[config.mk]
export PLATFORM = sky130hd
export DESIGN_NAME = dmem_arbiter
export DESIGN_NICKNAME = d
export VERILOG_FILES = /design/src/rtl/dmem_pkg.sv /design/src/rtl/arb_fair_ctr.sv /design/src/rtl/dmem_arbiter.sv
export SDC_FILE = /design/constraint.sdc
export NUM_CORES = 1
export LEC_CHECK = 0
export ABC_AREA = 1
export CAP_MARGIN = 20
export CELL_PAD_IN_SITES_DETAIL_PLACEMENT = 1
export CELL_PAD_IN_SITES_GLOBAL_PLACEMENT = 1
export CORE_ASPECT_RATIO = 0.7
export CORE_MARGIN = 10
export CORE_UTILIZATION = 11
export CTS_CLUSTER_SIZE = 40
export DETAILED_ROUTE_END_ITERATION = 7
export PLACE_DENSITY_LB_ADDON = 0.1
export SLEW_MARGIN = 0
export SYNTH_ARGS = -nofsm -noshare
export SYNTH_HDL_FRONTEND = slang
export SYNTH_HIERARCHICAL = 1
export SYNTH_SLANG_ARGS = --single-unit
export TNS_END_PERCENT = 50
[constraint.sdc]
create_clock -name clk -period 1.9 [get_ports clk]
set_input_delay 0.57 -clock clk [delete_from_list [all_inputs] [get_ports clk]]
set_output_delay 0.57 -clock clk [all_outputs]
set_load 0.02 [all_outputs]
[src/rtl/dmem_pkg.sv]
// Shared types and constants for the data-memory arbiter and its fairness counter.
package dmem_pkg;

    localparam int unsigned DMEM_DW = 16;

    typedef enum logic {
        OWN_CORE = 1'b0,
        OWN_HOST = 1'b1
    } owner_e;

    typedef enum logic {
        CORE_PRI  = 1'b0,
        HOST_TURN = 1'b1
    } arb_state_e;

endpackage

[src/rtl/arb_fair_ctr.sv]
// Host-starvation bound: after MAX_HOLD consecutive core grants with the host waiting,
// the host gets priority for exactly one grant. Used only with DMEM_ARB_FAIRNESS_EN.
module arb_fair_ctr
    import dmem_pkg::*;
#(
    parameter int unsigned MAX_HOLD = 8
) (
    input  logic clk,
    input  logic rst_n,
    input  logic core_gnt_i,
    input  logic host_gnt_i,
    input  logic host_req_i,
    output logic host_pri_o
);

    localparam logic [7:0] HoldLim = 8'(MAX_HOLD);

    arb_state_e state_q;
    logic [7:0] cnt_q;
    logic       host_pri_q;
    logic [7:0] cnt_inc;

    assign cnt_inc    = cnt_q + 8'd1;
    assign host_pri_o = host_pri_q;

    always_ff @(posedge clk or negedge rst_n) begin
        if (!rst_n) begin
            state_q    <= CORE_PRI;
            cnt_q      <= '0;
            host_pri_q <= 1'b0;
        end else begin
            case (state_q)
                CORE_PRI: begin
                    if (!host_req_i || host_gnt_i) begin
                        cnt_q <= '0;
                    end else if (core_gnt_i) begin
                        cnt_q <= cnt_inc;
                        if (cnt_inc == HoldLim) begin
                            state_q    <= HOST_TURN;
                            host_pri_q <= 1'b1;
                        end
                    end
                end
                HOST_TURN: begin
                    // Leave on the host grant, or when the host withdraws.
                    if (!host_req_i || host_gnt_i) begin
                        state_q    <= CORE_PRI;
                        host_pri_q <= 1'b0;
                        cnt_q      <= '0;
                    end
                end
                default: begin
                    state_q    <= CORE_PRI;
                    host_pri_q <= 1'b0;
                    cnt_q      <= '0;
                end
            endcase
        end
    end

endmodule

[src/rtl/dmem_arbiter.sv]
// Core/host arbiter for the single-port synchronous-read data RAM. Strict core priority;
// define DMEM_ARB_FAIRNESS_EN to bound host starvation via arb_fair_ctr.
module dmem_arbiter
    import dmem_pkg::*;
#(
    parameter int unsigned AW       = 12,
    parameter int unsigned DW       = DMEM_DW,
    parameter int unsigned MAX_HOLD = 8
) (
    input  logic          clk,
    input  logic          rst_n,
    input  logic          core_req_i,
    input  logic          core_we_i,
    input  logic [AW-1:0] core_addr_i,
    input  logic [DW-1:0] core_wdata_i,
    output logic          core_gnt_o,
    output logic          core_rvalid_o,
    output logic [DW-1:0] core_rdata_o,
    input  logic          host_req_i,
    input  logic          host_we_i,
    input  logic [AW-1:0] host_addr_i,
    input  logic [DW-1:0] host_wdata_i,
    output logic          host_gnt_o,
    output logic          host_rvalid_o,
    output logic [DW-1:0] host_rdata_o,
    output logic          mem_en_o,
    output logic          mem_we_o,
    output logic [AW-1:0] mem_addr_o,
    output logic [DW-1:0] mem_wdata_o,
    input  logic [DW-1:0] mem_rdata_i
);

    if (MAX_HOLD < 1 || MAX_HOLD > 255) begin : g_bad_max_hold
        $error("dmem_arbiter: MAX_HOLD must be in 1..255");
    end

    logic   host_pri;
    owner_e owner_q, owner_d;
    logic   rd_q, rd_d;

`ifdef DMEM_ARB_FAIRNESS_EN
    arb_fair_ctr #(
        .MAX_HOLD (MAX_HOLD)
    ) u_fair_ctr (
        .clk        (clk),
        .rst_n      (rst_n),
        .core_gnt_i (core_gnt_o),
        .host_gnt_i (host_gnt_o),
        .host_req_i (host_req_i),
        .host_pri_o (host_pri)
    );
`else
    assign host_pri = 1'b0;
`endif

    always_comb begin
        // A withdrawn host request never blocks the core, even during the host's turn.
        core_gnt_o  = core_req_i & ~(host_pri & host_req_i);
        host_gnt_o  = host_req_i & ~core_gnt_o;
        mem_en_o    = 1'b0;
        mem_we_o    = 1'b0;
        mem_addr_o  = '0;
        mem_wdata_o = '0;
        owner_d     = owner_q;
        rd_d        = 1'b0;
        if (core_gnt_o) begin
            mem_en_o    = 1'b1;
            mem_we_o    = core_we_i;
            mem_addr_o  = core_addr_i;
            mem_wdata_o = core_wdata_i;
            if (!core_we_i) begin
                owner_d = OWN_CORE;
                rd_d    = 1'b1;
            end
        end else if (host_gnt_o) begin
            mem_en_o    = 1'b1;
            mem_we_o    = host_we_i;
            mem_addr_o  = host_addr_i;
            mem_wdata_o = host_wdata_i;
            if (!host_we_i) begin
                owner_d = OWN_HOST;
                rd_d    = 1'b1;
            end
        end
    end

    always_ff @(posedge clk or negedge rst_n) begin
        if (!rst_n) begin
            owner_q <= OWN_CORE;
            rd_q    <= 1'b0;
        end else begin
            owner_q <= owner_d;
            rd_q    <= rd_d;
        end
    end

    assign core_rvalid_o = rd_q && (owner_q == OWN_CORE);
    assign host_rvalid_o = rd_q && (owner_q == OWN_HOST);
    assign core_rdata_o  = mem_rdata_i;
    assign host_rdata_o  = mem_rdata_i;

endmodule

==> flow_summary_export.csv <==
group,metric,value,unit
placement,gp_congestion,0.690,
cts,numCtsBuffers,3,
power,power_density,363,nW/um^2
cts,cts_root_buf,"clkbuf_8",
cts,clk_path_buf_depth,2,
power,pwr-share-seq,7.3,%
synthesis,yosysTopAreaCell,"buf_4",
worst_setup_path,worstPathMaxFanout,1,
synthesis,netlist.area_leader.share,32.5,%
placement,dp_slack,-0.793,ns
sta,fmax,531,MHz
worst_setup_path,r2r-start,"owner_q",
sta,report.final.slew_viol_count,0,
power,leakagePower,1.02,nW
global_routing,grtUsageTotal,9.07,%
synthesis,synth-warning-count,6,
worst_setup_path,slowest_delay,0.46,ns
worst_setup_path,endpoint_kind,"output port",
layout,final_core_util,28.1,%
power,p_int,0.448,mW
floorplanning,ios,144,
worst_setup_path,cpLargestDelayFamily,"buffers and inverters",
worst_setup_path,r2r_end,"owner_q",
layout,fillCellCount,840,
detailed_routing,vias_per_cell,3.73,
sta,timing.final.ws_setup,0.0158,ns
worst_setup_path,critPathKind,"in2out",
floorplanning,fp-row-count,25,
detailed_routing,drt-pass1-iter-count,4,
sta,tns,0,ns
sta,hold_violations,0,
synthesis,synth_area,763,um^2
sta,tightest_slew,0.219,ns
global_routing,antenna_found_initial,0,
floorplanning,die_x,120,um
layout,syn2layout_area_growth,149,%
power,ir_drop,114,uV
detailed_routing,vias,1150,
worst_setup_path,slowest_stage,"clkdlybuf4s50_1",
synthesis,synthTopCellsByCount,"nand2_1, buf_4, nand3_1, buf_2, inv_1",
synthesis,async_flop_share,100,%
synthesis,ys_seq_area_share,6.56,%
detailed_routing,drc,0,
detailed_routing,drt-initial-drc-count,27,
worst_setup_path,critPathLaunchType,"input pin",
sta,setup_viol,0,
sta,slew-limit-headroom,85.3,%
detailed_routing,ant_nets,0,
worst_setup_path,crit_start,"host_addr_i[5]",
layout,drive_above_1_share,29.0,%
placement,port_buffers,95,
cts,insertion_delay,0.21,ns
synthesis,ys_ff_latch,2,
synthesis,synth.distinct_cells,8,
worst_setup_path,arrival,1.31,ns
worst_setup_path,worstPathRequired,1.33,ns
layout,layout.nets,294,
worst_setup_path,endpoint,"mem_addr_o[5]",
power,pwr-share-comb,68.5,%
cts,clkSlewWorstSetupHoldPaths,0.03,ns
floorplanning,coreArea,6760,um^2
global_routing,grt_use_met2,16.1,%
worst_setup_path,worstPathCellList,"clkdlybuf4s50_1 > nand3_1 > nand2_1 > buf_6",
synthesis,synth_edf_count,0,
detailed_routing,wl_per_cell,16.5,um
run,maxCapViolCount,0,
synthesis,synth_nets,224,
global_routing,grt_max_degree,33,
global_routing,grt_pass1_vias,1246,
sta,layout_min_cycle_time,1.88,ns
layout,diodes,0,
floorplanning,dieArea,10700,um^2
cts,cts_sinks,2,
layout,seqCellArea,50.0,um^2
power,p_sw_share,35.0,%
placement,dp_hpwl,3.72,mm
sta,finalCritPeriodShare,99.2,%
power,pwr-share-clk,24.2,%
global_routing,use_met3,2.81,%
sta,rsz0062_at_grt,"true",
detailed_routing,finalWirelength,5.09,mm
floorplanning,die_y,89.7,um
floorplanning,start_util,11.3,%
hold_path,hp-class,"reg2reg",
global_routing,grtUsageMet1,10.8,%
worst_setup_path,r2r_slack,1.28,ns
cts,cts_tree,"done",
worst_setup_path,reg2reg_depth,2,
synthesis,syn_area_per_cell,5.23,um^2
synthesis,synthFlopType,"dfrtp_1",
sta,finalClockSkew,0,ns
global_routing,grt_pass1_wl,7.59,mm
synthesis,synth_most_common_cell,"nand2_1",
worst_setup_path,critical_path_cell_count,4,
power,power.switching,0.242,mW
status,status,"finished, final reports clean",
placement,dp_cells,299,
worst_setup_path,path_buf_inv,2,
synthesis,yosys-top-cells-area,"buf_4, nand2_1, nand3_1, dfrtp_1, buf_2",
layout,finalNonFillerCells,308,
global_routing,overflow,0,
cts,cts_max_level,1,
synthesis,synthesis.instances,146,
layout,multi_input_area,445,um^2
global_routing,top_usage_layer,"met2",
repair_timing:
item | in CTS | in global routing
pin swaps | 4 | 21
endpoints found under the setup margin | 33 | 29
gates cloned | 4 | 0
hold buffers | 0 | 0
buffers inserted | 3 | 0
endpoints found under the hold margin | 0 | 0
resized for setup | 179 | 48
worst min-delay path by stage:
stage	start	to	slack, ns	depth (start not counted)
2_1_floorplan	rst_n	owner_q	0.27	0
3_3_place_gp	owner_q	owner_q	0.49	2
3_5_place_dp	owner_q	owner_q	0.50	2
4_1_cts	owner_q	owner_q	0.51	2
5_1_grt	rst_n	rd_q	0.54	1
6_report	owner_q	owner_q	0.51	2
cell usage in the layout, fill, tap and decap left out, drive strengths merged:
master	Yosys	layout
buf	42	45
clkbuf	0	3
clkdlybuf4s15	0	1
clkdlybuf4s50	0	46
dfrtp	2	2
dlygate4sd2	0	2
dlymetal6s2s	0	13
inv	6	6
nand2	64	64
nand3	30	30
nor2	2	2
worst reg2reg max path, delay by kind of cell, from the launching register on:
family,cells,cell delay [ns]
flops,1,0.39
simple gates,2,0.11
final cells by class:
cell class / instances / area share (%)
Clock buffer: 3 / 2.17
Inverter: 6 / 1.32
Multi-Input combinational cell: 96 / 23.5
Sequential cell: 2 / 2.64
Tap cell: 94 / 6.19
Timing Repair Buffer: 107 / 64.2
per-stage QoR:
| step | hold WS [ns] | total power [mW] | area (um^2) |
|---|---|---|---|
| after detailed placement | 0.499 | 0.477 | 1630 |
| after global routing | 0.537 | 0.732 | 1900 |
| final | 0.509 | 0.690 | 1900 |
| after global placement | 0.494 | 0.471 | 1630 |
| after CTS | 0.508 | 0.687 | 1780 |
| after floorplan | 0.274 | 0.298 | 763 |
cell families (layout without fill, tap and decap cells):
kind of cell	count (synthesis)	count (layout)	share of synthesized area, %
AND/OR/NAND/NOR	96	96	52.1
buffers and inverters	48	116	41.3
flip-flops	2	2	6.56
power by group through the flow:
stage	Combinational, mW	Sequential (mW)	Clock, mW
6_report	0.472	0.0503	0.167
3_3_place_gp	0.421	0.0504	0
5_1_grt	0.506	0.0507	0.175
4_1_cts	0.462	0.0502	0.175
3_5_place_dp	0.426	0.0505	0
2_1_floorplan	0.249	0.0497	0
state kept, by name, summed over array words and instances, names as in the netlist:
register	flops
owner_q	1
rd_q	1
routing by layer:
| metal | up-vias | part of all wire (%) | wire [um] |
|---|---|---|---|
| li1 | 563 | - | - |
| met3 | 2 | 7.1 | 362 |
| met5 | - | 0 | 0 |
| met1 | 534 | 42 | 2140 |
| met4 | 0 | 0.039 | 2 |
| met2 | 51 | 51 | 2590 |
(Power assumes the default switching activity.)
